--- config.mk ---
export PLATFORM = sky130hd
export DESIGN_NAME = mem_ctrl
export DESIGN_NICKNAME = d
export VERILOG_FILES = /design/src/rtl/mem_ctrl.sv
export SDC_FILE = /design/constraint.sdc
export NUM_CORES = 1
export LEC_CHECK = 0
export ABC_AREA = 1
export CORE_AREA = 2 2 99 101
export DETAILED_ROUTE_END_ITERATION = 10
export DIE_AREA = 0 0 101 103
export PLACE_DENSITY = 0.63
export SLEW_MARGIN = 20
export SYNTH_ARGS = -nofsm -noshare
export SYNTH_HDL_FRONTEND = slang
export SYNTH_SLANG_ARGS = --single-unit
--- constraint.sdc ---
create_clock -name clk -period 1.83 [get_ports clk]
set_clock_uncertainty 0.15 [all_clocks]
set_input_delay 0.183 -clock clk [delete_from_list [all_inputs] [get_ports clk]]
set_output_delay 0.183 -clock clk [all_outputs]
set_load 0.02 [all_outputs]
--- src/rtl/mem_ctrl.sv ---
// mem_ctrl: CPU-side load/store controller in front of a synchronous 16-bit RAM.
//
// Accepts one request at a time on a valid/ready request channel and returns
// exactly one response on a valid/ready response channel. Word accesses
// need an even byte address. Byte stores are done as a read-modify-write,
// so the RAM byte enable is always 2'b11.
//
// Handshake rule: a transfer happens on the rising edge where valid && ready.
// The producer holds valid and its payload stable until that edge. The
// consumer may change ready at any time.
//
// Ports
//   clk, rst_n           clock; asynchronous active-low reset
//   req_valid/req_ready  request handshake (ready only in IDLE)
//   req_we, req_byte     1 = store / 1 = byte access
//   req_addr, req_wdata  byte address, store data (byte stores use [7:0])
//   rsp_valid/rsp_ready  response handshake (valid only in RESP)
//   rsp_rdata, rsp_err   load data (byte loads zero-extended), reject flag
//   ram_addr, ram_wdata  RAM word index and write data
//   ram_be, ram_we       RAM byte enable (constant 2'b11), write strobe
//   ram_rdata            RAM read data, valid one clock after ram_addr
//   dbg_state            current FSM state, for observation
module mem_ctrl #(
  parameter int MEM_WORDS = 256
) (
  input  logic        clk,
  input  logic        rst_n,
  input  logic        req_valid,
  output logic        req_ready,
  input  logic        req_we,
  input  logic        req_byte,
  input  logic [15:0] req_addr,
  input  logic [15:0] req_wdata,
  output logic        rsp_valid,
  input  logic        rsp_ready,
  output logic [15:0] rsp_rdata,
  output logic        rsp_err,
  output logic [15:0] ram_addr,
  output logic [15:0] ram_wdata,
  output logic [1:0]  ram_be,
  output logic        ram_we,
  input  logic [15:0] ram_rdata,
  output logic [2:0]  dbg_state
);

  typedef enum logic [2:0] {
    IDLE    = 3'd0,
    RD_ADDR = 3'd1,
    RD_DATA = 3'd2,
    WR      = 3'd3,
    RESP    = 3'd4
  } state_t;

  state_t      r_state;
  state_t      w_next;

  logic        r_we;
  logic        r_byte;
  logic        r_lane;
  logic [15:0] r_wdata;
  logic [15:0] r_ram_addr;
  logic [15:0] r_ram_wdata;
  logic [15:0] r_rsp_rdata;
  logic        r_rsp_err;

  logic        w_accept;
  logic [15:0] w_idx;
  logic        w_err;

  assign w_accept = req_valid && (r_state == IDLE);
  assign w_idx    = {1'b0, req_addr[15:1]};
  // Misaligned word access or a word index past the end of the RAM.
  assign w_err    = (!req_byte && req_addr[0]) || (32'(w_idx) >= 32'(MEM_WORDS));

  always_ff @(posedge clk or negedge rst_n) begin
    if (!rst_n) r_state <= IDLE;
    else        r_state <= w_next;
  end

  always_comb begin
    w_next = r_state;
    unique case (r_state)
      IDLE: begin
        if (req_valid) begin
          if (w_err)                   w_next = RESP;
          else if (req_we && !req_byte) w_next = WR;
          else                          w_next = RD_ADDR;
        end
      end
      RD_ADDR: w_next = RD_DATA;
      // Byte stores continue to the write; loads go straight to the response.
      RD_DATA: w_next = r_we ? WR : RESP;
      WR:      w_next = RESP;
      RESP:    if (rsp_ready) w_next = IDLE;
      default: w_next = IDLE;
    endcase
  end

  always_ff @(posedge clk or negedge rst_n) begin
    if (!rst_n) begin
      r_we        <= 1'b0;
      r_byte      <= 1'b0;
      r_lane      <= 1'b0;
      r_wdata     <= '0;
      r_ram_addr  <= '0;
      r_ram_wdata <= '0;
      r_rsp_rdata <= '0;
      r_rsp_err   <= 1'b0;
    end else begin
      if (w_accept) begin
        r_we        <= req_we;
        r_byte      <= req_byte;
        r_lane      <= req_addr[0];
        r_wdata     <= req_wdata;
        r_ram_addr  <= w_idx;
        r_rsp_rdata <= '0;
        r_rsp_err   <= w_err;
        if (req_we && !req_byte) r_ram_wdata <= req_wdata;
      end
      // ram_rdata holds the addressed word during RD_DATA.
      if (r_state == RD_DATA) begin
        if (r_we) begin
          // Merge the new byte into the word just read; the other lane is kept.
          r_ram_wdata <= r_lane ? {r_wdata[7:0], ram_rdata[7:0]}
                                : {ram_rdata[15:8], r_wdata[7:0]};
        end else if (r_byte) begin
          r_rsp_rdata <= {8'h00, (r_lane ? ram_rdata[15:8] : ram_rdata[7:0])};
        end else begin
          r_rsp_rdata <= ram_rdata;
        end
      end
    end
  end

  assign req_ready = (r_state == IDLE);
  assign rsp_valid = (r_state == RESP);
  assign rsp_rdata = r_rsp_rdata;
  assign rsp_err   = r_rsp_err;
  assign ram_addr  = r_ram_addr;
  assign ram_wdata = r_ram_wdata;
  assign ram_be    = 2'b11;
  assign ram_we    = (r_state == WR);
  assign dbg_state = r_state;

endmodule

==> results of run 1 <==
tightest hold or removal path: cells and delay by family:
| family | cells | cell delay [ns] |
|---|---|---|
| buffers and inverters | 1 | 0.39 |
| AND/OR/NAND/NOR | 2 | 0.10 |
registers in the layout (all words and copies together) (netlist names):
name,flops
rsp_rdata,16
r_lane,1
ram_wdata,16
rsp_err,1
dbg_state,3
r_wdata,8
r_byte,1
r_we,1
ram_addr,15
through the flow:
step                      util (%)  instances  hold slack [ns]  power, mW  instance area, um^2
final                         49.3        629            0.215       5.82                 4660
after global routing          49.3        629            0.210       6.21                 4660
after CTS                     49.4        629            0.202       5.88                 4670
after detailed placement      46.9        612           0.0876       4.49                 4440
after global placement        46.9        612           0.0848       4.46                 4440
after floorplan                  -        399           -0.263       3.37                 3220
path summary, 6_finish.rpt:
| check | end | start | slack, ns |
|---|---|---|---|
| max in group asynchronous | rsp_err | rst_n | 0.96 |
| worst max register to register | ram_wdata[6] | dbg_state[0] | 0.20 |
| worst min register to register | ram_addr[9] | ram_addr[9] | 0.33 |
| worst min-delay path | ram_addr[0] | req_addr[1] | 0.22 |
| worst max-delay path | dbg_state[1] | dbg_state[1] | 0.08 |
| min in group asynchronous | ram_wdata[13] | rst_n | 0.24 |
final cells by class:
type | instances | area, um^2
fillers | 957 | 4800
flip-flops and latches | 62 | 1550
multi-input cells | 266 | 1330
repair buffers | 125 | 1240
inverters | 46 | 175
well taps | 114 | 143
clock buffers | 10 | 138
clock inverters | 6 | 85.1
placed cells by master, fill, tap and decap left out, types with 4 or more instances in the layout:
master and instances:
nand4_1 9, nor2_1 30, clkdlybuf4s50_1 102, dfrtp_1 61, o21bai_1 15, buf_4 13, a21oi_1 10, o211ai_1 14
inv_1 42, buf_12 4, nand2_1 109, nand3_1 24, o21ai_1 4, o21ai_0 33, clkbuf_8 10
where the power goes:
group	internal, mW	switching, mW	leakage [nW]	total [mW]
registers	1.78	0.224	0.780	2.00
clock network	0.799	0.569	0.108	1.37
logic	1.08	1.36	1.28	2.44
total	3.66	2.16	2.16	5.82
logic make-up (layout without fill, tap and decap cells):
family / Yosys count / after routing / share of synthesized area, %
compound gates: 79 / 79 / 15.2
buf+inv: 71 / 187 / 10.6
flops: 62 / 62 / 48.3
other cells: 2 / 3 / 0.234
simple gates: 184 / 184 / 25.7
routing by layer:
layer  global-route usage, %  vias up  share of wire (%)
met5                       0        -                  0
met1                    23.2     1421                 44
met3                    3.93       11                5.2
met4                    6.24        0                1.2
met2                    31.8       78                 50
li1                        -     1505                  -
repair_timing:
action / in CTS / in global routing
setup endpoints to repair: 3 / 5
hold endpoints to repair: 62 / 0
resized for setup: 5 / 5
cloned: 0 / 0
hold buffers: 1 / 0
==> impl_results.md, run 1 <==
- Run status: completed
- Ports: 111
- CP Cell Sequence: clkdlybuf4s50_1
- Initial DRC count: 121
- Initial Utilization: 34.0%
- Worst vdd ir: 515 uV
- Area leader, netlist: dfrtp_1
- Die W: 101 um
- Arrival time worst endpoint: 1.42 ns
- Crit path max fanout: 5
- Initial antenna violation count: 0
- Post-synth ARST share: 100%
- First-pass detailed-route iteration total: 5
- Leak pwr: approximately 2.2 nW
- Final Setup Violations: 0
- Slew Viols, Final: 0
- Pwr dens: between 1000 and 1500 nW/um^2
- CTS Buf Count: 9
- Levels on crit path: 1
- Top cell type's share of synthesized area: 48.3%
- Fmax: 0.570 GHz
- Most instantiated cells after synthesis: nand2_1 (109), dfrtp_1 (62), inv_1 (42)
- Sequential area share after synthesis: 48.3%
- Max Root-Sink Buffers: 2
- Num rows: 36
- Post-Syn Instances: 398
- Post-route DRC: 0
- Die height: 103 um
- Area contributors post-synth: dfrtp_1 (48%), nand2_1 (13%), o21ai_0 (5.1%)
- Top FF cell, synth: dfrtp_1
- Number of I/O port buffers: 107
- Worst path bufs/invs: 1
- CTS tree: yes
- Die area: 10400 um^2
- Routed wire per std cell: 14.6 um
- GPL Wtd Cong: 0.847
- NumNets Final: 564
- Worst EP required: 1.50 ns
- Area grow syn2layout: 45.1%
- Max-cap check violation count: 0
- Clock Pin Slew Worst Setup and Hold Paths: 0.07 ns
- Antenna Violating Nets Remaining: 0
- EDFF count, synth: 0
- CTS H-tree depth: 3
- Startpoint types: register
- Total grt overflow: 0
- Fraction of layout instances using a drive strength above 1: 9.90%
- Ant. Diodes: 0
- Clk_lat worst skew: 0.34 ns
- Min Tclk post-route: around 1.8 ns
- Path depth of the worst reg2reg path: 5
- Final worst slack: between 0.07 and 0.08 ns
- Final hold violation count: 0
- Core Area: 9460 um^2
- Sink Count: a little over 60
- Setup Crit Path Kind: reg -> out
- Total GRT Usage: 18.5%
- CP max stage delay: 0.64 ns
- Synth cell types: 29
- DRT Wirelength: 9170 um
- Hold Path Stages: 3
- Largest net degree at the start of global routing: 34
- Top-count cell post-synth: nand2_1
- Synthesized area per cell: slightly above 8 um^2
- Yosys reg bits: 62
- Vias: 3015
- Hold WC Path Type: in -> reg
- Vias per std cell: 4.79
- Synth warnings: 0
- Mapped Area: 3210 um^2
- Setup WS pre-CTS: about 0.04 ns
- RSZ-0062 raised after global routing: false
- Global-route wire length before repair: 14800 um
- Post-DP HPWL: 6910 um
- Final period util: a little over nine tenths
- Crit end category: output pin
- Top delay family on crit path: buffers and inverters
- CP max stage cell: clkdlybuf4s50_1
- Root buf cell: clkbuf_8
- Setup_tns: 0 ns
- Post-CTS Setup Bufs: 0
- Number of global-route vias before repair: 2972
(Power assumes the default switching activity.)
==> inputs of run 2 (changes only) <==
- GPL_TIMING_DRIVEN: default -> 0
==> impl_results.md, run 2 (synthesized netlist as in run 1, its figures left out) <==
- Die height: 103 um (unchanged)
- Number of global-route vias before repair: 2955 (was 2972)
- Worst r2r src: dbg_state[0] (unchanged)
- Largest net degree at the start of global routing: 43 (was 34)
- R2r endpoint: ram_wdata[2] (was ram_wdata[6])
- CP max stage cell: clkdlybuf4s50_1 (unchanged)
- Global-route wire length before repair: 14500 um (was 14800 um)
- # fillers: 956 (was 957)
- Ports: 111 (unchanged)
- Arrival time worst endpoint: 1.45 ns (was 1.42 ns)
- First-pass detailed-route iteration total: 4 (was 5)
- Top delay family on crit path: buffers and inverters (unchanged)
- Slew Viols, Final: 0 (unchanged)
- Die W: 101 um (unchanged)
- Fraction of layout instances using a drive strength above 1: 11.5% (was 9.90%)
- Initial Utilization: 34.0% (unchanged)
- Clk_lat worst skew: 0.33 ns (was 0.34 ns)
- Core Area: 9460 um^2 (unchanged)
- CP startpoint: dbg_state[1] (unchanged)
- GPL Wtd Cong: 0.900 (was 0.847)
- Initial DRC count: 134 (was 121)
- Final Setup Violations: 0 (unchanged)
- NumNets Final: 573 (was 564)
- CP Cell Sequence: clkdlybuf4s50_1 (unchanged)
- Leak pwr: 2.17 nW (was 2.16 nW)
- Levels on crit path: 1 (unchanged)
- Vias: 3014 (was 3015)
- RSZ-0062 raised after global routing: false (unchanged)
- Fmax: 0.560 GHz (was 0.570 GHz)
- CP max stage delay: 0.66 ns (was 0.64 ns)
- Max-cap check violation count: 0 (unchanged)
- Post-route DRC: 0 (unchanged)
- CTS H-tree depth: 3 (unchanged)
- Overall power: 5.82 mW (about the same)
- Most frequent cells in the layout: nand2_1 (109), clkdlybuf4s50_1 (102), dfrtp_1 (61) (unchanged)
- Crit end category: output pin (unchanged)
- Post-DP HPWL: 7180 um (was 6910 um)
- CTS Buf Count: 9 (unchanged)
- Most common cell after layout, fill and taps aside: nand2_1 (unchanged)
- Startpoint types: register (unchanged)
- Sink Count: 62 (unchanged)
- Worst vdd ir: 709 uV (was 515 uV)
- Worst EP required: 1.50 ns (about the same)
- Clock Pin Slew Worst Setup and Hold Paths: 0.07 ns (about the same)
- Root buf cell: clkbuf_8 (unchanged)
- Hold WC Path Type: in -> async (was in -> reg)
- Setup Crit Path Kind: reg -> out (unchanged)
- Path depth of the worst reg2reg path: 6 (was 5)
- Area grow syn2layout: 45.5% (was 45.1%)
- Number of I/O port buffers: 106 (was 107)
- Final hold violation count: 0 (unchanged)
- Reg2reg setup slack: 0.11 ns (was 0.20 ns)
- Max Root-Sink Buffers: 2 (unchanged)
- Register area: 1550 um^2 (unchanged)
- Layout Utilization: 49.5% (was 49.3%)
- Pwr dens: 1240 nW/um^2 (was 1250 nW/um^2)
- Area of the multi-input gates: 1340 um^2 (was 1330 um^2)
- Initial antenna violation count: 0 (unchanged)
- Total GRT Usage: 18.1% (was 18.5%)
- Min Tclk post-route: 1.79 ns (was 1.75 ns)
- Worst path bufs/invs: 1 (unchanged)
- Num rows: 36 (unchanged)
- Run status: completed (unchanged)
- Antenna Violating Nets Remaining: 0 (unchanged)
- DRT Wirelength: 9350 um (was 9170 um)
- CTS tree: yes (unchanged)
- Die area: 10400 um^2 (unchanged)
- Vias per std cell: 4.73 (was 4.79)
- Routed wire per std cell: 14.7 um (was 14.6 um)
- Total grt overflow: 0 (unchanged)
- Final period util: 97.6% (was 95.9%)
- Crit path max fanout: 5 (unchanged)
- Ant. Diodes: 0 (unchanged)
run 2: area by class of cell:
| class | instances | share of cell area (%) |
|---|---|---|
| Inverter | 46 | 3.74 |
| Clock buffer | 12 | 3.32 |
| Clock inverter | 3 | 1.44 |
| Tap cell | 114 | 3.05 |
| Multi-Input combinational cell | 266 | 28.5 |
| Buffer | 25 | 3.56 |
| Timing Repair Buffer | 109 | 23.2 |
| Sequential cell | 62 | 33.2 |
run 2: metal layers:
layer / global-route usage, % / share of wire [%] / vias to the layer above
li1: - / - / 1517
met1: 23.1 / 44 / 1390
met2: 29.6 / 48 / 90
met3: 4.47 / 5.5 / 17
met4: 7.59 / 2.4 / 0
met5: 0 / 0 / -
run 2: worst max path at each step:
stage	endpoint	slack (ns)
floorplan	dbg_state[2]	0.12
global placement	ram_addr[7]	-1.58
detailed placement	rsp_valid	-0.08
CTS	req_ready	0.01
global route	req_ready	0.02
finish	dbg_state[1]	0.04
run 2: what timing repair did:
action,4_1_cts,5_1_grt
gates resized for setup,12,5
pin swaps,0,0
hold buffers,1,0
setup endpoints to repair,3,3
buffers inserted,1,0
hold endpoints to repair,62,0
run 2: power by group:
group	switching [mW]	leakage [nW]	internal, mW
Sequential	0.215	0.780	1.78
Combinational	1.39	1.28	1.07
Clock	0.520	0.109	0.835
Total	2.13	2.17	3.69
run 2: stage by stage:
stage / setup slack, ns / std cells / setup TNS, ns / hold WS (ns) / instance area [um^2]
after floorplan: 0.116 / 399 / 0 / -0.263 / 3220
after global placement: -1.58 / 619 / -97.63 / 0.311 / 4420
after detailed placement: -0.0846 / 620 / -0.555 / -0.0606 / 4440
after CTS: 0.0145 / 637 / 0 / 0.118 / 4670
after global routing: 0.0163 / 637 / 0 / 0.158 / 4680
final: 0.0443 / 637 / 0 / 0.125 / 4680
==> inputs of run 3 (changes only) <==
- DONT_BUFFER_PORTS: default -> 1
- GPL_ROUTABILITY_DRIVEN: default -> 0
- PLACE_DENSITY: 0.63 -> 0.47
- RECOVER_POWER: default -> 100
==> impl_results.md, run 3 (synthesized netlist as in run 1, its figures left out) <==
- Worst relative slew slack: between 40% and 50%
- Largest net degree at the start of global routing: 63 (was 43)
- Most common cell after layout, fill and taps aside: nand2_1 (unchanged)
- Initial DRC count: 87 (was 134)
- Arrival time worst endpoint: 1.81 ns (was 1.45 ns)
- Worst path bufs/invs: 1 (unchanged)
- CTS Buf Count: 9 (unchanged)
- Worst EP required: 1.90 ns (was 1.50 ns)
- Fraction of layout instances using a drive strength above 1: 12.3% (was 11.5%)
- Register area: 1560 um^2 (was 1550 um^2)
- Global-route wire length before repair: 15600 um (was 14500 um)
- Clock Pin Slew Worst Setup and Hold Paths: 0.07 ns (about the same)
- Setup Crit Path Kind: reg -> reg (was reg -> out)
- Area grow syn2layout: 26.4% (was 45.5%)
- Ports: 111 (unchanged)
- Die height: 103 um (unchanged)
- Initial antenna violation count: 0 (unchanged)
- Final Setup Violations: 0 (unchanged)
- Pwr dens: 1240 nW/um^2 (about the same)
- Post-Place Cell Area: 3360 um^2 (was 4440 um^2)
- Total GRT Usage: 19.7% (was 18.1%)
- Crit end category: register (was output pin)
- Initial Utilization: 34.0% (unchanged)
- Area of the multi-input gates: 1330 um^2 (was 1340 um^2)
- Slew Viols, Final: 0 (unchanged)
- Routed wire per std cell: 16.9 um (was 14.7 um)
- Sink Count: 62 (unchanged)
- Antenna Violating Nets Remaining: 0 (unchanged)
- Top delay family on crit path: simple AND/OR/NAND/NOR gates (was buffers and inverters)
- Run status: completed (unchanged)
- Hold WC Path Type: in -> reg (was in -> async)
- Crit path max fanout: 10 (was 5)
- Core Area: 9460 um^2 (unchanged)
- Min Tclk post-route: 1.74 ns (was 1.79 ns)
- Post-route DRC: 0 (unchanged)
- DRT Wirelength: 9780 um (was 9350 um)
- Post-DP HPWL: 6870 um (was 7180 um)
- Total grt overflow: 0 (unchanged)
- Worst vdd ir: 488 uV (was 709 uV)
- NumNets Final: 515 (was 573)
- CTS H-tree depth: 3 (unchanged)
- Max-cap check violation count: 0 (unchanged)
- Startpoint types: register (unchanged)
- Post-route cell area: 4060 um^2 (was 4680 um^2)
- Leak pwr: 1.91 nW (was 2.17 nW)
- Number of I/O port buffers: 0 (was 106)
- CP max stage delay: 0.50 ns (was 0.66 ns)
- Clk_lat worst skew: 0.34 ns (was 0.33 ns)
- CP Cell Sequence: nor2_2 -> nand3_2 -> buf_4 -> nor2_4 -> nand3_1 -> nand3_1 -> nand2_1 (was clkdlybuf4s50_1)
- Tightest Pin Transition: 0.877 ns
- Vias: 2821 (was 3014)
- Number of global-route vias before repair: 2985 (was 2955)
- Post-CTS Setup Bufs: 0 (was 1)
- RSZ-0062 raised after global routing: false (unchanged)
- Overall power: 5.04 mW (was 5.82 mW)
- First-pass detailed-route iteration total: 4 (unchanged)
- CP max stage cell: dfrtp_2 (was clkdlybuf4s50_1)
- Most used cell, CP: nand3_1
- Die area: 10400 um^2 (unchanged)
- Most frequent cells in the layout: nand2_1 (109), dfrtp_1 (59), dlygate4sd3_1 (50) (was nand2_1 (109), clkdlybuf4s50_1 (102), dfrtp_1 (61))
- Num rows: 36 (unchanged)
- Die W: 101 um (unchanged)
- # fillers: 997 (was 956)
- Fmax: 0.576 GHz (was 0.560 GHz)
- CTS tree: yes (unchanged)
- Root buf cell: clkbuf_8 (unchanged)
- Final hold violation count: 0 (unchanged)
- Max Root-Sink Buffers: 2 (unchanged)
- Vias per std cell: 4.87 (was 4.73)
- Ant. Diodes: 0 (unchanged)
- Final period util: 94.9% (was 97.6%)
run 3: repair_timing:
item | CTS | global route
endpoints found under the hold margin | 115 | 0
hold buffers | 51 | 0
cloned | 0 | 0
resized for setup | 6 | 1
setup endpoints to repair | 4 | 1
run 3: path summary, 6_finish.rpt:
check	from	endpoint	slack, ns	cells after the start
max in group asynchronous	rst_n	dbg_state[1]	0.52	2
setup / recovery	dbg_state[0]	ram_wdata[13]	0.09	7
hold / removal	req_addr[11]	dbg_state[1]	0.005	5
setup reg to reg	dbg_state[0]	ram_wdata[13]	0.09	7
min in group asynchronous	rst_n	ram_wdata[4]	0.40	2
hold reg to reg	r_byte	r_byte	0.38	2
run 3: cell type report:
class,count,area share [%]
flip-flops and latches,62,38.3
multi-input cells,266,32.7
repair buffers,51,12.5
inverters,46,4.31
plain buffers,25,4.04
well taps,114,3.51
clock buffers,11,3.48
clock inverters,4,1.17
run 3: worst min-delay path, stage by stage:
cell and delay [ns]:
nor2_1 0.02, nand2_1 0.07, nor2_1 0.06, nand4_1 0.06, a21oi_1 0.06
run 3: routing by layer:
metal  track usage, %  up-vias  wire length (um)
met3             6.03        9               784
met1             25.4     1314              4320
met5                0        -                 0
met4             6.03        0                80
met2             31.9       99              4600
li1                 -     1399                 -
run 3: report_power, final:
group	switching (mW)	internal, mW
Sequential	0.663	1.78
Combinational	0.873	0.514
Clock	0.555	0.655
Total	2.09	2.95
run 3: stage by stage:
step	utilization, %	worst slack [ns]	hold WS (ns)	instances	TNS [ns]
2_1_floorplan	-	0.116	-0.263	399	0
3_3_place_gp	35.5	-0.0334	-0.260	513	-0.0334
3_5_place_dp	35.5	-0.0234	-0.260	513	-0.0234
4_1_cts	43.3	0.0110	0.000262	579	0
5_1_grt	42.9	0.00356	0.0196	579	0
6_report	42.9	0.0938	0.00473	579	0
